`config.mk`:
```
export PLATFORM = sky130hd
export DESIGN_NAME = piano_note_sequencer
export DESIGN_NICKNAME = d
export VERILOG_FILES = /design/src/rtl/piano_pkg.sv /design/src/rtl/piano_char_fifo.sv /design/src/rtl/piano_note_sequencer.sv
export SDC_FILE = /design/constraint.sdc
export NUM_CORES = 1
export LEC_CHECK = 0
export BUFFER_PORTS_ARGS = -buffer_cell sky130_fd_sc_hd__buf_2
export CORE_MARGIN = 3
export CORE_UTILIZATION = 25
export CTS_BUF_LIST = sky130_fd_sc_hd__clkbuf_8 sky130_fd_sc_hd__clkbuf_16
export CTS_CLUSTER_DIAMETER = 80
export DETAILED_ROUTE_END_ITERATION = 10
export PLACE_DENSITY = 0.45
export SYNTH_ARGS = -nofsm -noshare
export SYNTH_HDL_FRONTEND = slang
export SYNTH_SLANG_ARGS = --single-unit
```
`constraint.sdc`:
```
create_clock -name clk -period 2.5 [get_ports clk]
set_input_delay 0.25 -clock clk [delete_from_list [all_inputs] [get_ports clk]]
set_output_delay 0.25 -clock clk [all_outputs]
set_load 0.005 [all_outputs]
```
`src/rtl/piano_pkg.sv`:
```
// Shared types and widths for the piano note sequencer and its character buffer.
`timescale 1ns/1ps
package piano_pkg;

    localparam int unsigned TONE_W  = 24;
    localparam int unsigned ASCII_W = 8;

    localparam logic [TONE_W-1:0] UNMAPPED_PERIOD = '0;

    typedef enum logic [1:0] {
        IDLE,
        LOOKUP,
        PLAY,
        GAP
    } seq_state_e;

endpackage

```
`src/rtl/piano_char_fifo.sv`:
```
// Character buffer between the UART handshake and the note FSM.
// PIANO_NOTE_FIFO_EN selects a DEPTH-entry circular FIFO; otherwise a single holding register.
`timescale 1ns/1ps
module piano_char_fifo
    import piano_pkg::*;
#(
    parameter int unsigned DEPTH = 8
) (
    input  logic                       clk,
    input  logic                       rst_n,
    input  logic                       push_i,
    input  logic [ASCII_W-1:0]         data_i,
    input  logic                       pop_i,
    output logic [ASCII_W-1:0]         head_o,
    output logic                       full_o,
    output logic                       empty_o,
    output logic [$clog2(DEPTH+1)-1:0] count_o
);

    localparam int unsigned CNT_W = $clog2(DEPTH + 1);

`ifdef PIANO_NOTE_FIFO_EN
    localparam int unsigned PTR_W = $clog2(DEPTH);

    logic [ASCII_W-1:0] mem_q [DEPTH];
    logic [PTR_W-1:0]   wr_ptr_q;
    logic [PTR_W-1:0]   rd_ptr_q;
    logic [CNT_W-1:0]   count_q;
    logic [CNT_W-1:0]   count_d;
    logic               do_push;
    logic               do_pop;

    assign full_o  = (count_q == CNT_W'(DEPTH));
    assign empty_o = (count_q == '0);
    assign do_push = push_i && !full_o;
    assign do_pop  = pop_i && !empty_o;
    assign head_o  = mem_q[rd_ptr_q];
    assign count_o = count_q;

    // Simultaneous push and pop leave the occupancy unchanged.
    always_comb begin
        count_d = count_q;
        if (do_push && !do_pop) begin
            count_d = count_q + CNT_W'(1);
        end else if (do_pop && !do_push) begin
            count_d = count_q - CNT_W'(1);
        end
    end

    always_ff @(posedge clk or negedge rst_n) begin
        if (!rst_n) begin
            wr_ptr_q <= '0;
            rd_ptr_q <= '0;
            count_q  <= '0;
        end else begin
            count_q <= count_d;
            if (do_push) begin
                wr_ptr_q <= wr_ptr_q + PTR_W'(1);
            end
            if (do_pop) begin
                rd_ptr_q <= rd_ptr_q + PTR_W'(1);
            end
        end
    end

    always_ff @(posedge clk) begin
        if (do_push) begin
            mem_q[wr_ptr_q] <= data_i;
        end
    end
`else
    logic [ASCII_W-1:0] data_q;
    logic               valid_q;
    logic               valid_d;
    logic               do_push;

    assign full_o  = valid_q;
    assign empty_o = !valid_q;
    assign head_o  = data_q;
    assign count_o = CNT_W'(valid_q);
    assign do_push = push_i && !valid_q;
    assign valid_d = do_push || (valid_q && !pop_i);

    always_ff @(posedge clk or negedge rst_n) begin
        if (!rst_n) begin
            data_q  <= '0;
            valid_q <= 1'b0;
        end else begin
            valid_q <= valid_d;
            if (do_push) begin
                data_q <= data_i;
            end
        end
    end
`endif

endmodule

```
`src/rtl/piano_note_sequencer.sv`:
```
// Buffers UART key characters, looks them up in the external scale ROM and plays
// each mapped key as a fixed-length tone followed by a silent gap. Buffer style set by PIANO_NOTE_FIFO_EN.
`timescale 1ns/1ps
module piano_note_sequencer
    import piano_pkg::*;
#(
    parameter int unsigned NOTE_CYCLES = 12_500_000,
    parameter int unsigned GAP_CYCLES  = 1_250_000,
    parameter int unsigned FIFO_DEPTH  = 8
) (
    input  logic               clk,
    input  logic               rst_n,
    input  logic [ASCII_W-1:0] ascii_data,
    input  logic               ascii_valid,
    output logic               ascii_ready,
    output logic [ASCII_W-1:0] rom_address,
    input  logic [TONE_W-1:0]  rom_data,
    output logic [TONE_W-1:0]  tone_period,
    output logic               note_active,
    output logic               busy
);

    localparam int unsigned MAX_CYC = (NOTE_CYCLES > GAP_CYCLES) ? NOTE_CYCLES : GAP_CYCLES;
    localparam int unsigned CNT_W   = $clog2(MAX_CYC + 1);
    localparam int unsigned BCNT_W  = $clog2(FIFO_DEPTH + 1);

    localparam logic [CNT_W-1:0] NOTE_LOAD = CNT_W'(NOTE_CYCLES - 1);
    localparam logic [CNT_W-1:0] GAP_LOAD  = CNT_W'((GAP_CYCLES == 0) ? 0 : GAP_CYCLES - 1);

    seq_state_e         state_q;
    logic [TONE_W-1:0]  tone_q;
    logic               active_q;
    logic [ASCII_W-1:0] addr_q;
    logic [CNT_W-1:0]   cnt_q;

    logic               buf_push;
    logic               buf_pop;
    logic               buf_full;
    logic               buf_empty;
    logic [ASCII_W-1:0] buf_head;
    logic [BCNT_W-1:0]  buf_count;

    assign ascii_ready = !buf_full;
    assign buf_push    = ascii_valid && ascii_ready;
    assign buf_pop     = (state_q == IDLE) && !buf_empty;

    piano_char_fifo #(
        .DEPTH (FIFO_DEPTH)
    ) u_buf (
        .clk     (clk),
        .rst_n   (rst_n),
        .push_i  (buf_push),
        .data_i  (ascii_data),
        .pop_i   (buf_pop),
        .head_o  (buf_head),
        .full_o  (buf_full),
        .empty_o (buf_empty),
        .count_o (buf_count)
    );

    // Note sequencing: pop, look up, hold the tone, then stay silent for the gap.
    always_ff @(posedge clk or negedge rst_n) begin
        if (!rst_n) begin
            state_q  <= IDLE;
            tone_q   <= UNMAPPED_PERIOD;
            active_q <= 1'b0;
            addr_q   <= '0;
            cnt_q    <= '0;
        end else begin
            unique case (state_q)
                IDLE: begin
                    if (!buf_empty) begin
                        addr_q  <= buf_head;
                        state_q <= LOOKUP;
                    end
                end
                LOOKUP: begin
                    if (rom_data == UNMAPPED_PERIOD) begin
                        state_q <= IDLE;
                    end else begin
                        tone_q   <= rom_data;
                        active_q <= 1'b1;
                        cnt_q    <= NOTE_LOAD;
                        state_q  <= PLAY;
                    end
                end
                PLAY: begin
                    if (cnt_q == '0) begin
                        tone_q   <= UNMAPPED_PERIOD;
                        active_q <= 1'b0;
                        if (GAP_CYCLES == 0) begin
                            state_q <= IDLE;
                        end else begin
                            cnt_q   <= GAP_LOAD;
                            state_q <= GAP;
                        end
                    end else begin
                        cnt_q <= cnt_q - CNT_W'(1);
                    end
                end
                GAP: begin
                    if (cnt_q == '0) begin
                        state_q <= IDLE;
                    end else begin
                        cnt_q <= cnt_q - CNT_W'(1);
                    end
                end
                default: state_q <= IDLE;
            endcase
        end
    end

    assign rom_address = addr_q;
    assign tone_period = tone_q;
    assign note_active = active_q;
    assign busy        = (buf_count != '0) || (state_q != IDLE);

endmodule

```
# == Yosys cells after proc, flatten, opt, wreduce, memory -nomap -nowiden ==
# Cells that the tools add are included.
# word_totals
elab_cells,49
register_bits,68
# op_classes
mux,15
n_eq_ne,8
n_reduce_logical,18
addsub,1
# ops
operator,count
two-way mux 24 bit,5
one-hot mux 24 bit (3 select lines),1
zero test 24 bit,2
one-hot mux 24 bit (2 select lines),1
subtractor 24 x 1 -> 24 bit (second input constant),1
AND reduction 3 bit,3
two-way mux 2 bit,4
inequality test 2 bit (second input constant),4
one-hot mux 2 bit (4 select lines),1
equality test 2 bit (second input constant),2
logical AND 1 bit,4
nonzero test 2 bit,2
nonzero test 3 bit,1
equality test 2 x 1 -> 1 bit (second input constant),1
zero test 1 bit,2
zero test 2 bit,1
logical OR 1 bit,2
two-way mux 1 bit,2
inequality test 2 x 1 -> 1 bit (second input constant),1
one-hot mux 1 bit (2 select lines),1
AND reduction 2 bit,1

# == Logic depth before layout (Yosys ltp) ==
# Gate-level depths: netlist (run 1).
# depth
word_depth,5
mapped_depth,9
mapped_depth_nobuf,7

# == Hierarchy ==
# Synthesis (run 1) repeated with hierarchy kept, for this count alone.
# hier_totals
cells_unflattened,294
hier_area_um2,3303.2
# modules_own_cells
mod,area_each_um2,n_inst,cells_per_inst,seq_area_each_um2
piano_note_sequencer,2895.3,1,268,1476.4
piano_char_fifo,407.9,1,26,225.2

# == Worst setup path before layout (run 1) ==
# No wires, ideal clock.
# synth_path
kind,flip-flop to flip-flop
start,register cnt_q[0]
end,register cnt_q[2]
setup_slack_ns,0.275
path_stages_with_launch,8
path_buffers,0
period_less_slack_ns,2.225
arrival_time_ns,2.099
path_cell_list,dfrtp_1 inv_1 ha_1 nor3b_1 nand3_1 or3_1 a31o_2 a221o_1
# synth_between
elab_chain_cells,3
# synth_rtl
item,line_no,text
start: declaration,piano_note_sequencer.sv:34,logic [CNT_W-1:0] cnt_q;
start signal: assignment,piano_note_sequencer.sv:98,cnt_q <= cnt_q - CNT_W'(1);
start signal: assignment,piano_note_sequencer.sv:105,cnt_q <= cnt_q - CNT_W'(1);
subtractor 24 x 1 -> 24 bit / zero test 24 bit (equally long branches),n/a,
two-way mux 24 bit (tied with other cells),piano_note_sequencer.sv:102,if (cnt_q == '0) begin
one-hot mux 24 bit (3 select lines) / AND reduction 3 bit (equally long branches),n/a,
# Parallel ways exist; a longest one is shown, timed or not. The select of a mux whose other input is x is not followed.
# A chain may end at the register's enable or synchronous reset.

# == Worst setup path in the final report (run 1) ==
# layout_path
start,register cnt_q[0]
end,"register tone_q[14], in the netlist tone_period[14]"
# layout_between
elab_chain_cells,3
# layout_rtl
item,line_no,text
zero test 24 bit,piano_note_sequencer.sv:88,if (cnt_q == '0) begin
inequality test 2 bit (no source line),n/a,
AND reduction 3 bit (no source line),n/a,
end signal: assignment,piano_note_sequencer.sv:81,tone_q <= rom_data;
end: declaration,piano_note_sequencer.sv:31,logic [TONE_W-1:0] tone_q;
# Every way passes these cells.

==> impl_metrics.ini, run 1 <==
[outcome]
status = finished clean

[run]
maxCapViolCount = 0

[timing]
post-route-period-util = 0.921
slew_violations = 0
fmax_ghz = 0.434
finalSetupViolCount = 0
layout_min_cycle_time_ns = 2.30
max_slew_margin = 0.510
tns_ns = 0
hold_viol = 0
rsz0062_at_grt = false
max_slew.worst_pin.slew_ns = 0.733
holdWs_ns = 0.142
fin_skew_ns = 0.00644

[routing]
wire_per_inst_um = 15.7
drc_errors = 0
wl_um = 8510
first_pass_iters = 4
num_vias = 2668
drtIter0Drc = 119
via_per_inst = 4.92
antenna_left = 0

[synth]
avgSynthCellArea_um2 = 11.3
syn-cell-area_um2 = 3170
synth_seq_cells = 68
netlist_top_cells_count = dfrtp_1 (68), a22o_1 (24), a21oi_1 (16), mux2_2 (16), nand2_1 (14)
ys_warn_count = 0
synthCells = 280
synth_area_leaders = dfrtp_1 (54%), a22o_1 (6.6%), mux2_2 (5.7%)
synth.distinct_cells = 49
synthArstFlopShare = 1.00
synth_nets = 316
post-synth-top-count-cell = dfrtp_1
synth_top_area_share = 0.537
yosysTopAreaCell = dfrtp_1
synth_edf_count = 0
synth_flop_cell = dfrtp_1
ys_seq_area_frac = 0.537

[worst_hold_path]
whs_path_depth = 3
min_to = u_buf.full_o
min_from = ascii_valid
hp-class = in2reg

[global_routing]
track_usage = 0.123
grt_overflow = 0
antenna_found_initial = 0
grt_max_degree = 31
grt_pass1_vias = 2735
grt_pass1_wl_um = 14100

[floorplanning]
coreArea_um2 = 12200
dieArea_um2 = 14100
die_w_um = 119
fp.dieH_um = 119
initial_core_util = 0.260
io_pins = 70
row_count = 40

[power]
ir_worst_vdd_v = 0.000291
p_int_mw = 1.91
switchingPower_uw = 512
p_clk_frac = 0.505
combPwrFrac = 0.031
power_density_nw_per_um2 = 589
total_power_mw = 2.42
leakagePower_nw = 1.91
p_sw_frac = 0.211
seqPwrFrac = 0.464

[final_layout]
fin_nets = 406
drive_above_1_share = 0.356
area_growth_pct = 29.6
nFillCells = 1281
diodes = 0

[worst_setup_path]
critPathMaxFanout = 26
rr_endpoint = tone_period[14]
slowest_delay_ns = 0.46
cp_top_family = simple AND/OR/NAND/NOR gates
required_ns = 2.72
worstSetupPathType = reg2reg
crit_chain = inv_1 -> ha_1 -> nor4b_1 -> nand4_1 -> or4_4 -> and2_1 -> buf_4 -> a22o_1
startpoint_type = register
worstPathArrival_ns = 2.52
reg2reg_depth = 8
path_buf_inv = 2
reg2reg_slack_ns = 0.20
slowest_stage = or4_4
end_kind = register
r2r-start = cnt_q[0]

[cts]
h-tree-depth = 3
cts_root_buf = clkbuf_16
clk_pin_slew_ns = 0.06
cts.sinks = 68
clockBufferDepth = 2
cts_resized = 0
cts_tree = done
insertion_delay_ns = 0.33
post_cts.repair.setup_buffers = 0
hold_buffers = 1
cts_buffers = 9

[placed_design]
numPortBuffers = 69
dp_hpwl_um = 6270
gp_congestion = 0.843
kinds of logic (layout without fill, tap and decap cells):
family / Yosys count / count (layout) / synth area share
AOI/OAI and AO/OA: 82 / 82 / 0.186
xor gates and xnor gates: 1 / 1 / 0.00276
adders and majority gates: 1 / 1 / 0.00395
buffers and inverters: 23 / 117 / 0.0355
DFF: 68 / 68 / 0.537
muxes: 17 / 17 / 0.0600
and+or+nand+nor: 88 / 88 / 0.175
metal layers:
layer,GRT usage,vias up,share of wire
met1,0.167,1348,0.47
met4,0.0471,0,0.020
met5,0,-,0
met3,0.0254,12,0.036
met2,0.194,56,0.48
li1,-,1252,-
cell type report:
cell class,count,area (um2),area share
Clock inverter,6,57.6,0.0140
Clock buffer,9,225,0.0548
Sequential cell,68,1700,0.414
Multi-Input combinational cell,189,1360,0.330
Tap cell,168,210,0.0512
Inverter,10,37.5,0.00914
Timing Repair Buffer,92,520,0.127
power groups by stage:
stage	registers, mW	logic [mW]	clock network (mW)
6_report	1.12	0.0743	1.22
5_1_grt	1.12	0.0858	1.30
4_1_cts	1.12	0.0780	1.25
3_5_place_dp	1.14	0.0768	0
3_3_place_gp	1.14	0.0755	0
2_1_floorplan	1.14	0.0156	0
state kept, by name (all words and copies together), names as in the netlist, named ones only:
name,cells
tone_period,24
note_active,1
cnt_q,24
u_buf.full_o,1
rom_address,8
state_q,1
u_buf.head_o,8
worst max path at each step:
stage / from / to / slack, ns / depth (start not counted)
floorplan: cnt_q[0] / cnt_q[2] / 0.28 / 7
global placement: cnt_q[0] / cnt_q[2] / 0.22 / 7
finish: cnt_q[0] / tone_period[14] / 0.20 / 8
detailed placement: cnt_q[0] / tone_period[14] / 0.20 / 8
global route: cnt_q[0] / tone_period[22] / 0.03 / 8
CTS: cnt_q[0] / tone_period[14] / 0.17 / 8
placed cells by master (no fill, tap or decap), types with 2 or more instances in the layout:
cell	instances
o21a_1	2
mux2_2	16
buf_4	22
a22o_1	24
dfrtp_1	68
nor2b_1	2
nor2_1	9
inv_1	10
o31ai_1	8
nand4_1	4
o311ai_0	2
and2_1	3
or3_1	5
o21ai_0	10
buf_2	69
or2_2	2
nand2_1	14
clkbuf_16	9
nand3_1	13
nor4_1	8
or4_1	7
nor4b_1	2
nor4_2	2
o41ai_1	2
clkinv_2	3
o211ai_1	5
a21oi_1	16
a21o_1	5
nor3_2	3
a221o_1	2
nor3_1	4
and3_1	3
worst reg2reg max path, stage by stage, from the launching register on:
cell and delay, ns:
dfrtp_1 0.39, inv_1 0.08, ha_1 0.22, nor4b_1 0.27, nand4_1 0.16, or4_4 0.46, and2_1 0.17, buf_4 0.21
a22o_1 0.22
per-stage QoR:
stage | area [um2] | setup WS, ns | instances | util
finish | 4110 | 0.197 | 542 | 0.336
global route | 4110 | 0.0306 | 542 | 0.336
CTS | 4110 | 0.171 | 542 | 0.336
detailed placement | 3820 | 0.198 | 526 | 0.313
global placement | 3820 | 0.221 | 526 | 0.313
floorplan | 3170 | 0.275 | 280 | -
Power figures use the tool's default switching activity.
==> inputs of run 2 (changes only) <==
- CORE_UTILIZATION: 25 -> 34
- PLACE_DENSITY: 0.45 -> 0.56
==> impl_metrics.ini, run 2 (synthesized netlist as in run 1, its figures left out) <==
[outcome]
status = finished clean

[final_layout]
layout_common_cells = buf_2 (69), dfrtp_1 (68), a22o_1 (24)
layout_commonest_cell = buf_2
drive_above_1_share = 0.357
diodes = 0
fin_nets = 404
nFillCells = 838
final_core_util = 0.447
area_growth_pct = 25.2

[timing]
layout_min_cycle_time_ns = 2.31
tns_ns = 0
fin_ws_ns = 0.187
rsz0062_at_grt = false
max_slew.worst_pin.slew_ns = 0.852
hold_viol = 0
slew_violations = 0
fmax_ghz = 0.432
finalSetupViolCount = 0
max_slew_margin = 0.432
fin_skew_ns = 0.00849
post-route-period-util = 0.925

[routing]
drc_errors = 0
first_pass_iters = 4
num_vias = 2656
wl_um = 7820
antenna_left = 0
via_per_inst = 5.52
drtIter0Drc = 119
wire_per_inst_um = 16.3

[cts]
h-tree-depth = 3
cts_tree = done
hold_buffers = 0
clockBufferDepth = 2
cts.sinks = 68
insertion_delay_ns = 0.35
cts_root_buf = clkbuf_8
cts_buffers = 9
clk_pin_slew_ns = 0.07

[global_routing]
track_usage = 0.159
grt_pass1_vias = 2634
grt_overflow = 0
grt_max_degree = 38
grt_pass1_wl_um = 13000
antenna_found_initial = 0

[worst_setup_path]
reg2reg_depth = 7
worstPathArrival_ns = 2.55
reg2reg_slack_ns = 0.19
path_buf_inv = 1
crit_cells = 7
worstSetupPathType = reg2reg
end_kind = register
slowest_delay_ns = 0.42
critPathMaxFanout = 5
required_ns = 2.74
slowest_stage = or3_1
crit_chain = inv_1 -> ha_1 -> nor3b_1 -> nand3_1 -> or3_1 -> a31o_2 -> a221o_1
startpoint_type = register
rr_endpoint = cnt_q[2]
r2r-start = cnt_q[0]
cp_top_family = simple AND/OR/NAND/NOR gates

[floorplanning]
row_count = 34
io_pins = 70
fp.dieH_um = 103
dieArea_um2 = 10500
coreArea_um2 = 8890
die_w_um = 103
initial_core_util = 0.357

[power]
seqPwrFrac = 0.514
leakagePower_nw = 1.87
p_sw_frac = 0.208
p_int_mw = 1.73
ir_worst_vdd_v = 0.000288
power_density_nw_per_um2 = 550
switchingPower_uw = 454
combPwrFrac = 0.034
p_clk_frac = 0.453

[run]
maxCapViolCount = 0

[placed_design]
gp_congestion = 0.843
numPortBuffers = 69
dp_hpwl_um = 5640
place_ws_ns = 0.159

[worst_hold_path]
hp-class = in2async
run 2: worst reg2reg max path: stages, from the launching register on:
cell and delay, ns:
dfrtp_1 0.39, inv_1 0.08, ha_1 0.22, nor3b_1 0.34
nand3_1 0.18, or3_1 0.42, a31o_2 0.28, a221o_1 0.28
run 2: worst max path at each step:
stage / slack [ns] / startpoint / end
floorplan: 0.28 / cnt_q[0] / cnt_q[2]
global placement: 0.22 / cnt_q[0] / cnt_q[2]
detailed placement: 0.16 / cnt_q[0] / tone_period[18]
CTS: 0.14 / cnt_q[0] / tone_period[9]
global route: 0.01 / cnt_q[0] / cnt_q[2]
finish: 0.19 / cnt_q[0] / cnt_q[2]
run 2: final cells by class:
| cell class | count | area, um2 | share of cell area |
|---|---|---|---|
| clock buffer | 10 | 138 | 0.0347 |
| clock inverter | 6 | 80.1 | 0.0202 |
| inverter | 10 | 37.5 | 0.00945 |
| multi-input combinational | 189 | 1360 | 0.343 |
| sequential | 68 | 1700 | 0.429 |
| tap | 108 | 135 | 0.0340 |
| timing repair buffer | 90 | 515 | 0.130 |
run 2: through the flow:
step	cells	power, mW	hold WS [ns]	instance area [um2]
after floorplan	280	1.16	-0.0456	3170
after global placement	465	1.22	0.394	3750
after detailed placement	465	1.22	0.404	3750
after CTS	481	2.22	0.0200	3960
after global routing	481	2.27	0.0610	3970
final	481	2.18	0.00207	3970
run 2: power by group through the flow:
stage          logic (mW)  clock network (mW)  registers, mW
6_report           0.0734               0.988           1.12
4_1_cts            0.0759                1.02           1.12
5_1_grt            0.0843                1.07           1.12
3_5_place_dp       0.0758                   0           1.14
3_3_place_gp       0.0739                   0           1.14
2_1_floorplan      0.0156                   0           1.14
run 2: what timing repair did:
item,4_1_cts,5_1_grt
buffers inserted,0,0
endpoints found under the setup margin,0,8
resized for setup,0,1
run 2: per-layer routing:
metal | part of all wire | GRT usage | vias to the layer above
li1 | - | - | 1248
met1 | 0.46 | 0.220 | 1321
met2 | 0.46 | 0.244 | 78
met3 | 0.061 | 0.0386 | 9
met4 | 0.015 | 0.0595 | 0
met5 | 0 | 0 | -
